===== config.mk =====
export PLATFORM = sky130hd
export DESIGN_NAME = sp_ram_ctrl
export DESIGN_NICKNAME = d
export VERILOG_FILES = /design/src/rtl/sp_ram_pkg.sv /design/src/rtl/sp_ram_rsp_fifo.sv /design/src/rtl/sp_ram_ctrl.sv
export SDC_FILE = /design/constraint.sdc
export NUM_CORES = 1
export LEC_CHECK = 0
export CAP_MARGIN = 25
export CORE_ASPECT_RATIO = 1.75
export CORE_UTILIZATION = 43
export DETAILED_ROUTE_END_ITERATION = 16
export GPL_ROUTABILITY_DRIVEN = 0
export PLACE_DENSITY = 0.81
export SYNTH_ARGS = -nofsm -noshare
export SYNTH_HDL_FRONTEND = slang
export SYNTH_SLANG_ARGS = --single-unit

===== constraint.sdc =====
create_clock -name clk -period 2.55 [get_ports clk]
set_input_delay 0.255 -clock clk [delete_from_list [all_inputs] [get_ports clk]]
set_output_delay 0.255 -clock clk [all_outputs]
set_load 0.01 [all_outputs]

===== src/rtl/sp_ram_pkg.sv =====
// Shared definitions for the single-port RAM request controller.
//  - state_e : controller FSM states (BOOT, CLEAR, RUN)
//  - grant_e : RAM port owner for the current cycle (NONE, WRITE, READ)
//  - rsp_depth_ok() : elaboration-time sanity check on the response FIFO depth
package sp_ram_pkg;

    typedef enum logic [1:0] {
        BOOT  = 2'd0,
        CLEAR = 2'd1,
        RUN   = 2'd2
    } state_e;

    typedef enum logic [1:0] {
        NONE  = 2'd0,
        WRITE = 2'd1,
        READ  = 2'd2
    } grant_e;

    // A single-entry FIFO cannot absorb the two reads that may be in flight.
    localparam int unsigned MIN_RSP_DEPTH = 32'd2;

    function automatic bit rsp_depth_ok(input int unsigned depth);
        return depth >= MIN_RSP_DEPTH;
    endfunction

endpackage


===== src/rtl/sp_ram_rsp_fifo.sv =====
// Synchronous response FIFO for read data returned by the RAM.
// Ports:
//  clk, rst_n      clock / async active-low reset (contents, pointers, count cleared)
//  push, push_data write one entry (caller guarantees no overflow)
//  pop             remove head entry (caller guarantees non-empty)
//  head            current head entry (0 after reset)
//  count           number of stored entries
module sp_ram_rsp_fifo
    import sp_ram_pkg::*;
#(
    parameter int DATA_WIDTH = 8,
    parameter int DEPTH      = 3,
    parameter int CW         = $clog2(DEPTH + 1)
) (
    input  logic                  clk,
    input  logic                  rst_n,
    input  logic                  push,
    input  logic [DATA_WIDTH-1:0] push_data,
    input  logic                  pop,
    output logic [DATA_WIDTH-1:0] head,
    output logic [CW-1:0]         count
);

    localparam int PW = (DEPTH > 1) ? $clog2(DEPTH) : 1;

    logic [DATA_WIDTH-1:0] mem_r [DEPTH];
    logic [PW-1:0]         wr_ptr_r;
    logic [PW-1:0]         rd_ptr_r;
    logic [CW-1:0]         count_r;

    // Depth need not be a power of two, so pointers wrap explicitly.
    function automatic logic [PW-1:0] next_ptr(input logic [PW-1:0] p);
        return (p == PW'(DEPTH - 1)) ? {PW{1'b0}} : (p + PW'(1));
    endfunction

    // Storage, pointers and occupancy count.
    always_ff @(posedge clk or negedge rst_n) begin
        if (!rst_n) begin
            for (int i = 0; i < DEPTH; i++) begin
                mem_r[i] <= {DATA_WIDTH{1'b0}};
            end
            wr_ptr_r <= {PW{1'b0}};
            rd_ptr_r <= {PW{1'b0}};
            count_r  <= {CW{1'b0}};
        end else begin
            if (push) begin
                mem_r[wr_ptr_r] <= push_data;
                wr_ptr_r        <= next_ptr(wr_ptr_r);
            end
            if (pop) begin
                rd_ptr_r <= next_ptr(rd_ptr_r);
            end
            case ({push, pop})
                2'b10:   count_r <= count_r + CW'(1);
                2'b01:   count_r <= count_r - CW'(1);
                default: count_r <= count_r;
            endcase
        end
    end

    assign head  = mem_r[rd_ptr_r];
    assign count = count_r;

endmodule


===== src/rtl/sp_ram_ctrl.sv =====
// Request-side controller in front of sp_ram. Arbitrates independent write and read
// request channels onto the single RAM port, zero-fills the RAM after reset or on
// clr_req, and returns read data through a response FIFO with backpressure.
// Ports:
//  clk, rst_n                       clock / async active-low reset
//  clr_req                          re-run zero-fill (RUN only); init_done = in RUN
//  wr_valid/wr_ready/wr_addr/wr_data write request channel
//  rd_valid/rd_ready/rd_addr         read request channel
//  rsp_valid/rsp_ready/rsp_data      read response channel (FIFO head)
//  ram_en/ram_wen/ram_addr/ram_din   RAM command, ram_q RAM read data
module sp_ram_ctrl
    import sp_ram_pkg::*;
#(
    parameter int DATA_WIDTH = 8,
    parameter int ADDR_WIDTH = 5,
    parameter int RSP_DEPTH  = 3
) (
    input  logic                  clk,
    input  logic                  rst_n,
    input  logic                  clr_req,
    output logic                  init_done,
    input  logic                  wr_valid,
    output logic                  wr_ready,
    input  logic [ADDR_WIDTH-1:0] wr_addr,
    input  logic [DATA_WIDTH-1:0] wr_data,
    input  logic                  rd_valid,
    output logic                  rd_ready,
    input  logic [ADDR_WIDTH-1:0] rd_addr,
    output logic                  rsp_valid,
    input  logic                  rsp_ready,
    output logic [DATA_WIDTH-1:0] rsp_data,
    output logic                  ram_en,
    output logic                  ram_wen,
    output logic [ADDR_WIDTH-1:0] ram_addr,
    output logic [DATA_WIDTH-1:0] ram_din,
    input  logic [DATA_WIDTH-1:0] ram_q
);

    localparam int CW = $clog2(RSP_DEPTH + 1);
    localparam logic [ADDR_WIDTH-1:0] CLR_LAST = {ADDR_WIDTH{1'b1}};

    generate
        if (!rsp_depth_ok(RSP_DEPTH)) begin : g_bad_rsp_depth
            $error("sp_ram_ctrl: RSP_DEPTH must be at least 2");
        end
    endgenerate

    state_e                state_r;
    state_e                state_next_s;
    logic [ADDR_WIDTH-1:0] clr_addr_r;
    logic [ADDR_WIDTH-1:0] clr_addr_next_s;
    grant_e                last_grant_r;
    grant_e                grant_s;
    logic                  pending_r;
    logic                  rd_ok_s;
    logic [CW-1:0]         count_s;
    logic                  pop_s;

    // Credit check: reads in flight plus stored responses must leave room in the FIFO.
    // Uses only registered state so rsp_ready never reaches the request side.
    assign rd_ok_s = (32'(count_s) + 32'(pending_r)) < 32'(RSP_DEPTH);

    // Next-state, clear address and arbitration.
    always_comb begin
        state_next_s    = state_r;
        clr_addr_next_s = clr_addr_r;
        grant_s         = NONE;
        case (state_r)
            BOOT: begin
                state_next_s    = CLEAR;
                clr_addr_next_s = {ADDR_WIDTH{1'b0}};
            end
            CLEAR: begin
                clr_addr_next_s = clr_addr_r + ADDR_WIDTH'(1);
                if (clr_addr_r == CLR_LAST) begin
                    state_next_s = RUN;
                end else begin
                    state_next_s = CLEAR;
                end
            end
            RUN: begin
                if (clr_req) begin
                    state_next_s    = CLEAR;
                    clr_addr_next_s = {ADDR_WIDTH{1'b0}};
                end else if (wr_valid && rd_valid && rd_ok_s) begin
                    grant_s = (last_grant_r == WRITE) ? READ : WRITE;
                end else if (wr_valid) begin
                    grant_s = WRITE;
                end else if (rd_valid && rd_ok_s) begin
                    grant_s = READ;
                end else begin
                    grant_s = NONE;
                end
            end
            default: begin
                state_next_s = BOOT;
            end
        endcase
    end

    // RAM command: zero-fill during CLEAR, otherwise the granted request.
    always_comb begin
        ram_en   = 1'b0;
        ram_wen  = 1'b0;
        ram_addr = {ADDR_WIDTH{1'b0}};
        ram_din  = {DATA_WIDTH{1'b0}};
        if (state_r == CLEAR) begin
            ram_en   = 1'b1;
            ram_wen  = 1'b1;
            ram_addr = clr_addr_r;
        end else begin
            case (grant_s)
                WRITE: begin
                    ram_en   = 1'b1;
                    ram_wen  = 1'b1;
                    ram_addr = wr_addr;
                    ram_din  = wr_data;
                end
                READ: begin
                    ram_en   = 1'b1;
                    ram_addr = rd_addr;
                end
                default: begin
                    ram_en = 1'b0;
                end
            endcase
        end
    end

    // FSM state, clear address, read-in-flight flag and round-robin history.
    always_ff @(posedge clk or negedge rst_n) begin
        if (!rst_n) begin
            state_r      <= BOOT;
            clr_addr_r   <= {ADDR_WIDTH{1'b0}};
            pending_r    <= 1'b0;
            last_grant_r <= READ;
        end else begin
            state_r    <= state_next_s;
            clr_addr_r <= clr_addr_next_s;
            pending_r  <= (grant_s == READ);
            if (grant_s != NONE) begin
                last_grant_r <= grant_s;
            end
        end
    end

    assign init_done = (state_r == RUN);
    assign wr_ready  = (grant_s == WRITE);
    assign rd_ready  = (grant_s == READ);
    assign rsp_valid = (count_s != {CW{1'b0}});
    assign pop_s     = rsp_valid && rsp_ready;

    // ram_q is only captured in the cycle after a read grant.
    sp_ram_rsp_fifo #(
        .DATA_WIDTH (DATA_WIDTH),
        .DEPTH      (RSP_DEPTH),
        .CW         (CW)
    ) u_rsp_fifo (
        .clk       (clk),
        .rst_n     (rst_n),
        .push      (pending_r),
        .push_data (ram_q),
        .pop       (pop_s),
        .head      (rsp_data),
        .count     (count_s)
    );

endmodule

# Word level (Yosys, flattened, before mapping)
# Cells that the tools add are included.
totals:
  output_inout_bits: 27
  regBits: 40
  word_cells: 73
op_classes:
  n_addsub: 6
  magnitude_cmp: 4
  n_eq_ne: 11
  n_mux: 28
  bitwise: 2
  n_reduce_logical: 12
op_table:
  columns: ["operator", "n"]
  rows:
  - ["$mux 8", 5]
  - ["$bwmux 24", 1]
  - ["$mux 2", 10]
  - ["$bmux 8 s2", 1]
  - ["$demux 8 s2", 1]
  - ["$pmux 5 s3", 1]
  - ["$eq 2x2->1 const B", 5]
  - ["$mux 5", 2]
  - ["$pmux 5 s2", 1]
  - ["$eq 2x1->1 const B", 4]
  - ["$add 2x1->2 const B", 3]
  - ["$ge 3x3->1 const B", 2]
  - ["$not 2->3", 2]
  - ["$pmux 2 s3", 1]
  - ["$reduce_bool 2->1", 3]
  - ["$add 5x1->5 const B", 1]
  - ["$eq 5x5->1 const B", 1]
  - ["$logic_and 1x1->1", 5]
  - ["$mux 1", 4]
  - ["$pmux 2 s2", 1]
  - ["$add 2x1->3", 1]
  - ["$lt 3x1->1 const B", 1]
  - ["$lt 3x2->1 const B", 1]
  - ["$reduce_bool 3->1", 1]
  - ["5 further kinds", 5]

# Depth between registers and ports, before layout
# Gate-level depths: netlist of run 1.
depth:
  ltp_word: 12
  mapped_depth: 9
  mapped_depth_nobuf: 8

# Modules after synthesis
# Synthesis of run 1 repeated with hierarchy kept, for this count alone.
hier_totals:
  cells_unflattened: 181
  area_unflattened_um2: 2090.8
by_module_without_submodules:
  columns: ["module", "cells_each", "area_per_inst_um2", "instances", "seq_area_each_um2"]
  rows:
  - ["sp_ram_rsp_fifo", 98, 1341.3, 1, 750.7]
  - ["sp_ram_ctrl", 83, 749.5, 1, 251.5]

# Worst setup path before layout of run 1
# OpenSTA, ideal clock, no wires.
synth_path:
  path_type: "register to output"
  from: "register u_rsp_fifo.count_r[0], in the netlist u_rsp_fifo.count[0]"
  to: "output ram_addr[3]"
  path_buffers: 1
  stages_incl_launch_ff: 10
  t_arrival_ns: 2.282
  path_slack_ns: 0.013
  cell_sequence: "dfrtp_1 > ha_1 > ha_1 > and2_1 > o31ai_1 > inv_1 > ha_1 > clkbuf_1 > a22oi_1 > o22ai_1"
synth_rtl:
  columns: ["element", "line_no", "source"]
  rows:
  - ["start: declaration", "sp_ram_rsp_fifo.sv:29", "logic [CW-1:0] count_r;"]
  - ["start signal: assignment", "sp_ram_rsp_fifo.sv:44", "count_r <= {CW{1'b0}};"]
  - ["start signal: assignment", "sp_ram_rsp_fifo.sv:54", "2'b10: count_r <= count_r + CW'(1);"]
  - ["start signal: assignment", "sp_ram_rsp_fifo.sv:55", "2'b01: count_r <= count_r - CW'(1);"]
  - ["$add 2x1->3", "sp_ram_ctrl.sv:61", "assign rd_ok_s = (32'(count_s) + 32'(pending_r)) < 32'(RSP_DEPTH);"]
  - ["$lt 3x2->1", "sp_ram_ctrl.sv:61", null]
  - ["$logic_and 1x1->1", "sp_ram_ctrl.sv:85", "end else if (wr_valid && rd_valid && rd_ok_s) begin"]
  - ["$mux 2", "sp_ram_ctrl.sv:85", null]
  - ["$mux 2", "sp_ram_ctrl.sv:82", "if (clr_req) begin"]
  - ["$mux 2", "sp_ram_ctrl.sv:68", "case (state_r)"]
  - ["via grant_s[0]", "sp_ram_ctrl.sv:53", "grant_e grant_s;"]
  - ["$eq 2x1->1", null, null]
  - ["via wr_ready", "sp_ram_ctrl.sv:23", "output logic wr_ready,"]
  - ["$pmux 5 s2", "sp_ram_ctrl.sv:112", "case (grant_s)"]
  - ["$mux 5", "sp_ram_ctrl.sv:107", "if (state_r == CLEAR) begin"]
  - ["end: declaration", "sp_ram_ctrl.sv:34", "output logic [ADDR_WIDTH-1:0] ram_addr,"]
# The timed path passes the listed nets, and every way through them passes these cells.

# Worst setup path in the final report of run 1
layout_path:
  from: "register u_rsp_fifo.count_r[0], in the netlist u_rsp_fifo.count[0]"
  to: "output ram_addr[0]"
layout_via:
  elab_chain_len: 11
layout_rtl:
  columns: ["element", "line_no", "source"]
  rows:
  - ["$add 2x1->3 (*)", "sp_ram_ctrl.sv:61", null]
  - ["$lt 3x2->1 (*)", "sp_ram_ctrl.sv:61", null]
  - ["$logic_and 1x1->1", "sp_ram_ctrl.sv:89", "end else if (rd_valid && rd_ok_s) begin"]
  - ["$mux 2", "sp_ram_ctrl.sv:89", null]
  - ["$mux 2", "sp_ram_ctrl.sv:87", "end else if (wr_valid) begin"]
  - ["$mux 2 (*)", "sp_ram_ctrl.sv:85", null]
  - ["$mux 2 (*)", "sp_ram_ctrl.sv:82", null]
  - ["$mux 2 (*)", "sp_ram_ctrl.sv:68", null]
  - ["$eq 2x2->1 / $eq 2x1->1 (equally long branches)", "sp_ram_ctrl.sv:112", null]
  - ["$pmux 5 s2 (*)", "sp_ram_ctrl.sv:112", null]
  - ["$mux 5 (*)", "sp_ram_ctrl.sv:107", null]
# Mark *: on every way between the ends. The rest lies on a longest branch, timed or not.

==> results of run 1 <==
[worst reg2reg max path, stage by stage, from the launching register on]
cell and delay, ns:
dfrtp_1 0.39, ha_2 0.21, ha_4 0.20, and2_4 0.14
a2111o_1 0.50, ha_4 0.22, nand2_1 0.06, o21ai_0 0.07
[power by group through the flow]
stage / clock, µW / sequential [µW] / combinational (µW)
2_1_floorplan: 0 / 819 / 501
3_5_place_dp: 0 / 850 / 911
6_report: 502 / 845 / 885
4_1_cts: 518 / 844 / 892
5_1_grt: 546 / 857 / 992
3_3_place_gp: 0 / 844 / 893
[logic make-up after synthesis]
kind of cell | synth area share, %
multiplexers | 19.42
buffers and inverters | 3.178
XOR/XNOR | 1.236
flip-flops | 47.15
adder cells (fa/ha/maj) | 5.297
AO/OA/AOI/OAI | 10.71
AND/OR/NAND/NOR | 13.01
[flip-flops by register name, indices dropped and copies added (netlist names)]
register	count
u_rsp_fifo.mem_r	24
clr_addr_r	5
last_grant_r	2
state_r	2
u_rsp_fifo.count	2
u_rsp_fifo.rd_ptr_r	2
u_rsp_fifo.wr_ptr_r	2
pending_r	1
[per-layer routing]
metal	wire [µm]	share of wire [%]
met1	1773	37
met2	2776	58
met3	170	3.6
met4	55	1.2
met5	0	0
[layout make-up]
| type | instances | area share, % |
|---|---|---|
| multi-input combinational | 133 | 39.12 |
| sequential | 40 | 33.26 |
| timing repair buffer | 72 | 21.01 |
| clock buffer | 6 | 2.409 |
| tap | 52 | 2.159 |
| clock inverter | 2 | 1.163 |
| inverter | 7 | 0.8721 |
[per-stage QoR]
stage               utilization [%]  area [µm²]  cells  TNS (ns)
floorplan                         -        2126    188         0
global placement              59.81        2815    302    -4.085
detailed placement            59.81        2815    302    -4.546
CTS                           62.57        2945    312   -0.3267
global route                  64.01        3013    312    -2.202
finish                        64.01        3013    312    -1.111
[cells in the final DEF, fill, tap and decap left out, types with 4 or more instances in the layout]
master	instances
mux2_2	18
nand2_1	18
buf_4	10
nand2b_1	4
clkdlybuf4s50_1	40
clkbuf_8	5
mux2i_1	9
nor2b_1	5
inv_1	5
o21ai_0	13
buf_2	14
mux2_4	8
and3_1	8
buf_6	7
ha_4	5
dfrtp_1	39
[repair_timing]
item / CTS / global route
cloned: 1 / 0
gates resized for setup: 86 / 14
endpoints found under the setup margin: 17 / 16
buffers inserted: 1 / 0
pin swaps: 7 / 5
[worst min-delay path by stage]
stage	startpoint	endpoint	cells after the start
detailed placement	rst_n	u_rsp_fifo.mem_r[11]	1
floorplan	rst_n	clr_addr_r[0]	0
global route	rst_n	u_rsp_fifo.mem_r[19]	1
CTS	rst_n	u_rsp_fifo.mem_r[11]	1
global placement	rst_n	u_rsp_fifo.mem_r[11]	1
finish	rst_n	u_rsp_fifo.mem_r[11]	1
==> metrics.cfg, run 1 <==
[grt]
busiest_layer = met2
gr-total-overflow = 0
grt_start_max_net_pins = 41
grt_pass1_wl_um = 7659
grtUsageMet3_pct = 3.509
grt_pass1_vias = 1715
grtUsageTotal_pct = 20.25
use_met1_pct = 21.16
antenna_found_initial = 0
met2_usage_pct = 38.45

[logic_synthesis]
yosys-top-cells-count = 39 x dfrtp_1, 19 x nand2_1, 18 x mux2_2
syn_area_per_cell_um2 = 11.31
synth_top_area_cell = dfrtp_1
synth_cell_type_count = 38
ys_ff_latch = 40
async_reset_ff_share_pct = 100.0
synth_nets = 229
yosysMostFrequentCell = dfrtp_1
synth_top_cells_by_area = dfrtp_1 46%, mux2_2 9.5%, mux2_4 5.7%, ha_1 5.3%, mux2i_1 4.2%
synth_ff_type = dfrtp_1
synth_warnings = 0
synth-edff-count = 0
syn_inst = 188
synth.top_cell.area_share_pct = 45.91
seq_area_frac_synth_pct = 47.15
syn-cell-area_um2 = 2126

[setup_path]
critPathBufInv = 1
r2r_setup_slack_ns = 0.65
end_kind = primary output
worst-path-stages = 8
worstReg2RegStart = u_rsp_fifo.count[0]
worstSetupEndpoint = ram_addr[0]
crit_start = u_rsp_fifo.count[0]
reg2reg_to = last_grant_r[0]
rr_worst_depth = 7
arrival_ns = 2.41
path_common_cell = ha_4
cp_max_fo = 8
path_delay_family = compound AO/OA/AOI/OAI gates
cp_slowest_cell = a2111o_1
cp.required_ns = 2.30
start_kind = register
critPathMaxStageDelay_ns = 0.50
critPathKind = reg2out
crit_chain = ha_2, ha_4, and2_4, a2111o_1, ha_4, a22oi_1, o21ai_1, buf_2

[final_layout]
areaGrowthSynthToFinish_pct = 41.73
multiInputGateArea_um2 = 1179
drive_above_1_share_pct = 32.69
fillers = 408
num_antenna_cells = 0
seqCellArea_um2 = 1002
nNetsFinal = 300

[pwr]
sequentialPowerShare_pct = 37.9
power.switching_uw = 725.5
p_int_uw = 1507
swShare_pct = 32.50
ir_worst_vdd_mv = 0.5018
p_total_uw = 2232
pwr-share-comb_pct = 39.7
power.leakage_uw = 0.001411
p_clk_share_pct = 22.5
powerDensity_nw_per_um2 = 740.9

[sta]
finalHoldViolations = 0
finClkSkew_ns = 0.003804
fmax_ghz = 0.3756
layout_setup_ws_ns = -0.1124
worstMarginPinSlew_ns = 0.8965
period_needed_ns = 2.662
setup_violations = 14
holdWs_ns = 0.08866
rsz0062_at_grt = yes
finalCritPeriodShare_pct = 104.4
relSlewSlack_pct = 40.23
drv_slew = 0

[detailed_routing]
totalWireLength_um = 4775
drt-initial-drc-count = 16
drtAntennaViolNets = 0
firstDrtPassIters = 3
routed_via_density = 5.404
via_count = 1686
drcViolationCount = 0
wl_per_cell_um = 15.30

[hold_path]
hold_class = in2async

[placement]
dpl_worst_slack_ns = -0.3766
port-buffer-count = 58
post-dp-hpwl_um = 3482

[cts]
clock-sinks = 40
numCtsBuffers = 5
clockBufferDepth = 2
cts-root-buf = clkbuf_8
h-tree-depth = 2
cts_hold_buf = 0
cts_tree = done
clock_latency_ns = 0.28
clk_pin_slew_worst_paths_ns = 0.08

[outcome]
status = finished with violations
violations = setup timing

[die]
fp-row-count = 33
fp.dieW_um = 55.15
boundaryPins = 59
core_um2 = 4707
initial_core_util_pct = 45.16
die-area_um2 = 5240
die_h_um = 95.02

[flow_run]
drv_cap = 0

No activity file was read; power rests on OpenSTA's default activity.
==> run 2, diff against run 1 <==
--- a/config.mk
+++ b/config.mk
@@ -11,6 +11,7 @@
 export DETAILED_ROUTE_END_ITERATION = 16
 export GPL_ROUTABILITY_DRIVEN = 0
 export PLACE_DENSITY = 0.81
+export SLEW_MARGIN = 20
 export SYNTH_ARGS = -nofsm -noshare
 export SYNTH_HDL_FRONTEND = slang
 export SYNTH_SLANG_ARGS = --single-unit
==> results of run 2 <==
Final layout, timing and power as in run 1 (identical DEF).
==> run 3, diff against run 2 <==
--- a/config.mk
+++ b/config.mk
@@ -11,6 +11,7 @@
 export DETAILED_ROUTE_END_ITERATION = 16
 export GPL_ROUTABILITY_DRIVEN = 0
 export PLACE_DENSITY = 0.81
+export SKIP_LAST_GASP = 1
 export SLEW_MARGIN = 20
 export SYNTH_ARGS = -nofsm -noshare
 export SYNTH_HDL_FRONTEND = slang
==> run 3 against run 2 <==
The run still ends with setup timing left. Routed wire length about the same. Hold slack barely moved. Via count hardly changed. Non-clock buffer count unchanged. Sequential cell count did not move. Critical path depth unchanged. First-iteration DRC count down 19%. Largest cell class unchanged.
==> metrics.cfg, run 3 (synthesized netlist as in run 1, its figures left out) <==
[final_layout]
areaGrowthSynthToFinish_pct = 41.55
biggestRegsByFlops = u_rsp_fifo.mem_r x24, clr_addr_r x5
fin_cells = 312  ; unchanged
fin_util_pct = 63.93  ; -0.080 points
layout_commonest_cell = clkdlybuf4s50_1
final_cell_mix = 40 x clkdlybuf4s50_1, 39 x dfrtp_1, 18 x nand2_1, 18 x mux2_2, 14 x buf_2
drive_above_1_share_pct = 32.69  ; unchanged
num_antenna_cells = 0  ; unchanged
largest-register = u_rsp_fifo.mem_r
largest_register_ffs = 24  ; unchanged
nNetsFinal = 300  ; unchanged
post-route-cell-area_um2 = 3009  ; -0.12%

[placement]
port-buffer-count = 58  ; unchanged
dp.cells = 302  ; unchanged
placed_area_um2 = 2815  ; unchanged
post-dp-hpwl_um = 3482  ; unchanged

[sta]
worstMarginPinSlew_ns = 0.8962  ; -0.0003033 ns
rsz0062_at_grt = yes
fin_tns_setup_ns = -1.163  ; -0.05164 ns
setup_violations = 15  ; +1
layout_setup_ws_ns = -0.1136  ; -0.001160 ns
fmax_ghz = 0.3754  ; about the same
drv_slew = 0  ; unchanged
relSlewSlack_pct = 40.25  ; about the same
finalCritPeriodShare_pct = 104.5  ; about the same
finalHoldViolations = 0  ; unchanged
period_needed_ns = 2.664  ; +0.001160 ns
finClkSkew_ns = 0.003807  ; +0.000003240 ns

[setup_path]
cp.required_ns = 2.30  ; about the same
end_kind = primary output
rr_worst_depth = 7  ; unchanged
cp_slowest_cell = a2111o_1
critPathBufInv = 1  ; unchanged
critPathKind = reg2out
r2r_setup_slack_ns = 0.65  ; about the same
crit_start = u_rsp_fifo.count[0]
cp_max_fo = 8  ; unchanged
arrival_ns = 2.41  ; about the same
reg2reg_to = last_grant_r[0]
path_delay_family = compound AO/OA/AOI/OAI gates
critPathMaxStageDelay_ns = 0.50  ; about the same
start_kind = register
worstReg2RegStart = u_rsp_fifo.count[0]
path_common_cell = ha_4
crit_chain = ha_2, ha_4, and2_4, a2111o_1, ha_4, a22oi_1, o21ai_1, buf_2

[outcome]
status = finished with violations
violations = setup timing

[cts]
clk_pin_slew_worst_paths_ns = 0.08  ; about the same
cts-root-buf = clkbuf_8
h-tree-depth = 2  ; unchanged
clock-sinks = 40  ; unchanged
cts_hold_buf = 0  ; unchanged
clock_latency_ns = 0.28  ; about the same
cts_tree = done
numCtsBuffers = 5  ; unchanged
clockBufferDepth = 2  ; unchanged

[detailed_routing]
drcViolationCount = 0  ; unchanged
firstDrtPassIters = 3  ; unchanged
wl_per_cell_um = 15.29  ; about the same
via_count = 1687  ; +0.059%
routed_via_density = 5.407  ; about the same
drt-initial-drc-count = 13  ; -3
totalWireLength_um = 4772  ; about the same
drtAntennaViolNets = 0  ; unchanged

[pwr]
power.leakage_uw = 0.001408  ; -0.22%
p_total_uw = 2232  ; about the same
ir_worst_vdd_mv = 0.5018  ; about the same
powerDensity_nw_per_um2 = 741.8  ; +0.13%

[die]
initial_core_util_pct = 45.16  ; unchanged
fp-row-count = 33  ; unchanged
fp.dieW_um = 55.15  ; unchanged
core_um2 = 4707  ; unchanged
die-area_um2 = 5240  ; unchanged
boundaryPins = 59  ; unchanged
die_h_um = 95.02  ; unchanged

[grt]
antenna_found_initial = 0  ; unchanged
gr-total-overflow = 0  ; unchanged
grtUsageTotal_pct = 20.25  ; unchanged
grt_pass1_vias = 1715  ; unchanged
grt_start_max_net_pins = 41  ; unchanged
grt_pass1_wl_um = 7659  ; unchanged

[flow_run]
drv_cap = 0  ; unchanged

[hold_path]
hold_class = in2async

[run 3: cell types whose count changed in the layout (fill, tap and decap cells not counted)]
cell	previous run	this run
buf_6	7	5
clkdlybuf4s15_2	0	1
buf_4	10	11
[run 3: area by class of cell]
cell class,instances,area (µm²)
clock buffers,6,72.57
clock inverters,2,35.03
fillers,405,1698
inverters,7,26.28
multi-input cells,133,1179
flip-flops and latches,40,1002
well taps,52,65.06
repair buffers,72,629.4
[run 3: stage by stage]
stage	worst slack (ns)	hold WS, ns
global route	-0.2124	0.1634
global placement	-0.3264	0.4180
CTS	-0.06469	0.1224
finish	-0.1136	0.08853
floorplan	0.01296	-0.04059
detailed placement	-0.3766	0.4318
[run 3: worst register-to-register path: cells and delay by family (launching register included)]
family / cells / cell delay [ns]
adders and majority gates: 3 / 0.63
AOI/OAI and AO/OA: 2 / 0.57
DFF: 1 / 0.39
and+or+nand+nor: 2 / 0.20
[run 3: power breakdown]
| group | switching [µW] | total (µW) | internal [µW] |
|---|---|---|---|
| Combinational | 406 | 885 | 479 |
| Clock | 212 | 502 | 290 |
| Sequential | 108 | 845 | 737 |
[run 3: what timing repair did]
action / 4_1_cts / 5_1_grt
cloned: 1 / 0
buffers inserted: 1 / 0
setup endpoints to repair: 17 / 16
hold endpoints to repair: 0 / 0
pin swaps: 7 / 5
gates resized for setup: 85 / 12
[run 3: worst max path at each step]
stage,endpoint,slack [ns],cells after the start
floorplan,ram_addr[3],0.01,9
global placement,ram_addr[0],-0.33,9
detailed placement,ram_addr[4],-0.38,8
CTS,ram_addr[2],-0.06,8
global route,ram_addr[4],-0.21,8
finish,ram_addr[4],-0.11,8
[run 3: layer usage]
layer | part of all wire [%] | wire [µm] | vias to the layer above | GRT usage [%]
met5 | 0 | 0 | - | 0
met4 | 1.2 | 55 | 0 | 6.042
met3 | 3.6 | 173 | 6 | 3.509
li1 | - | - | 808 | -
met2 | 58 | 2777 | 54 | 38.45
met1 | 37 | 1766 | 819 | 21.16
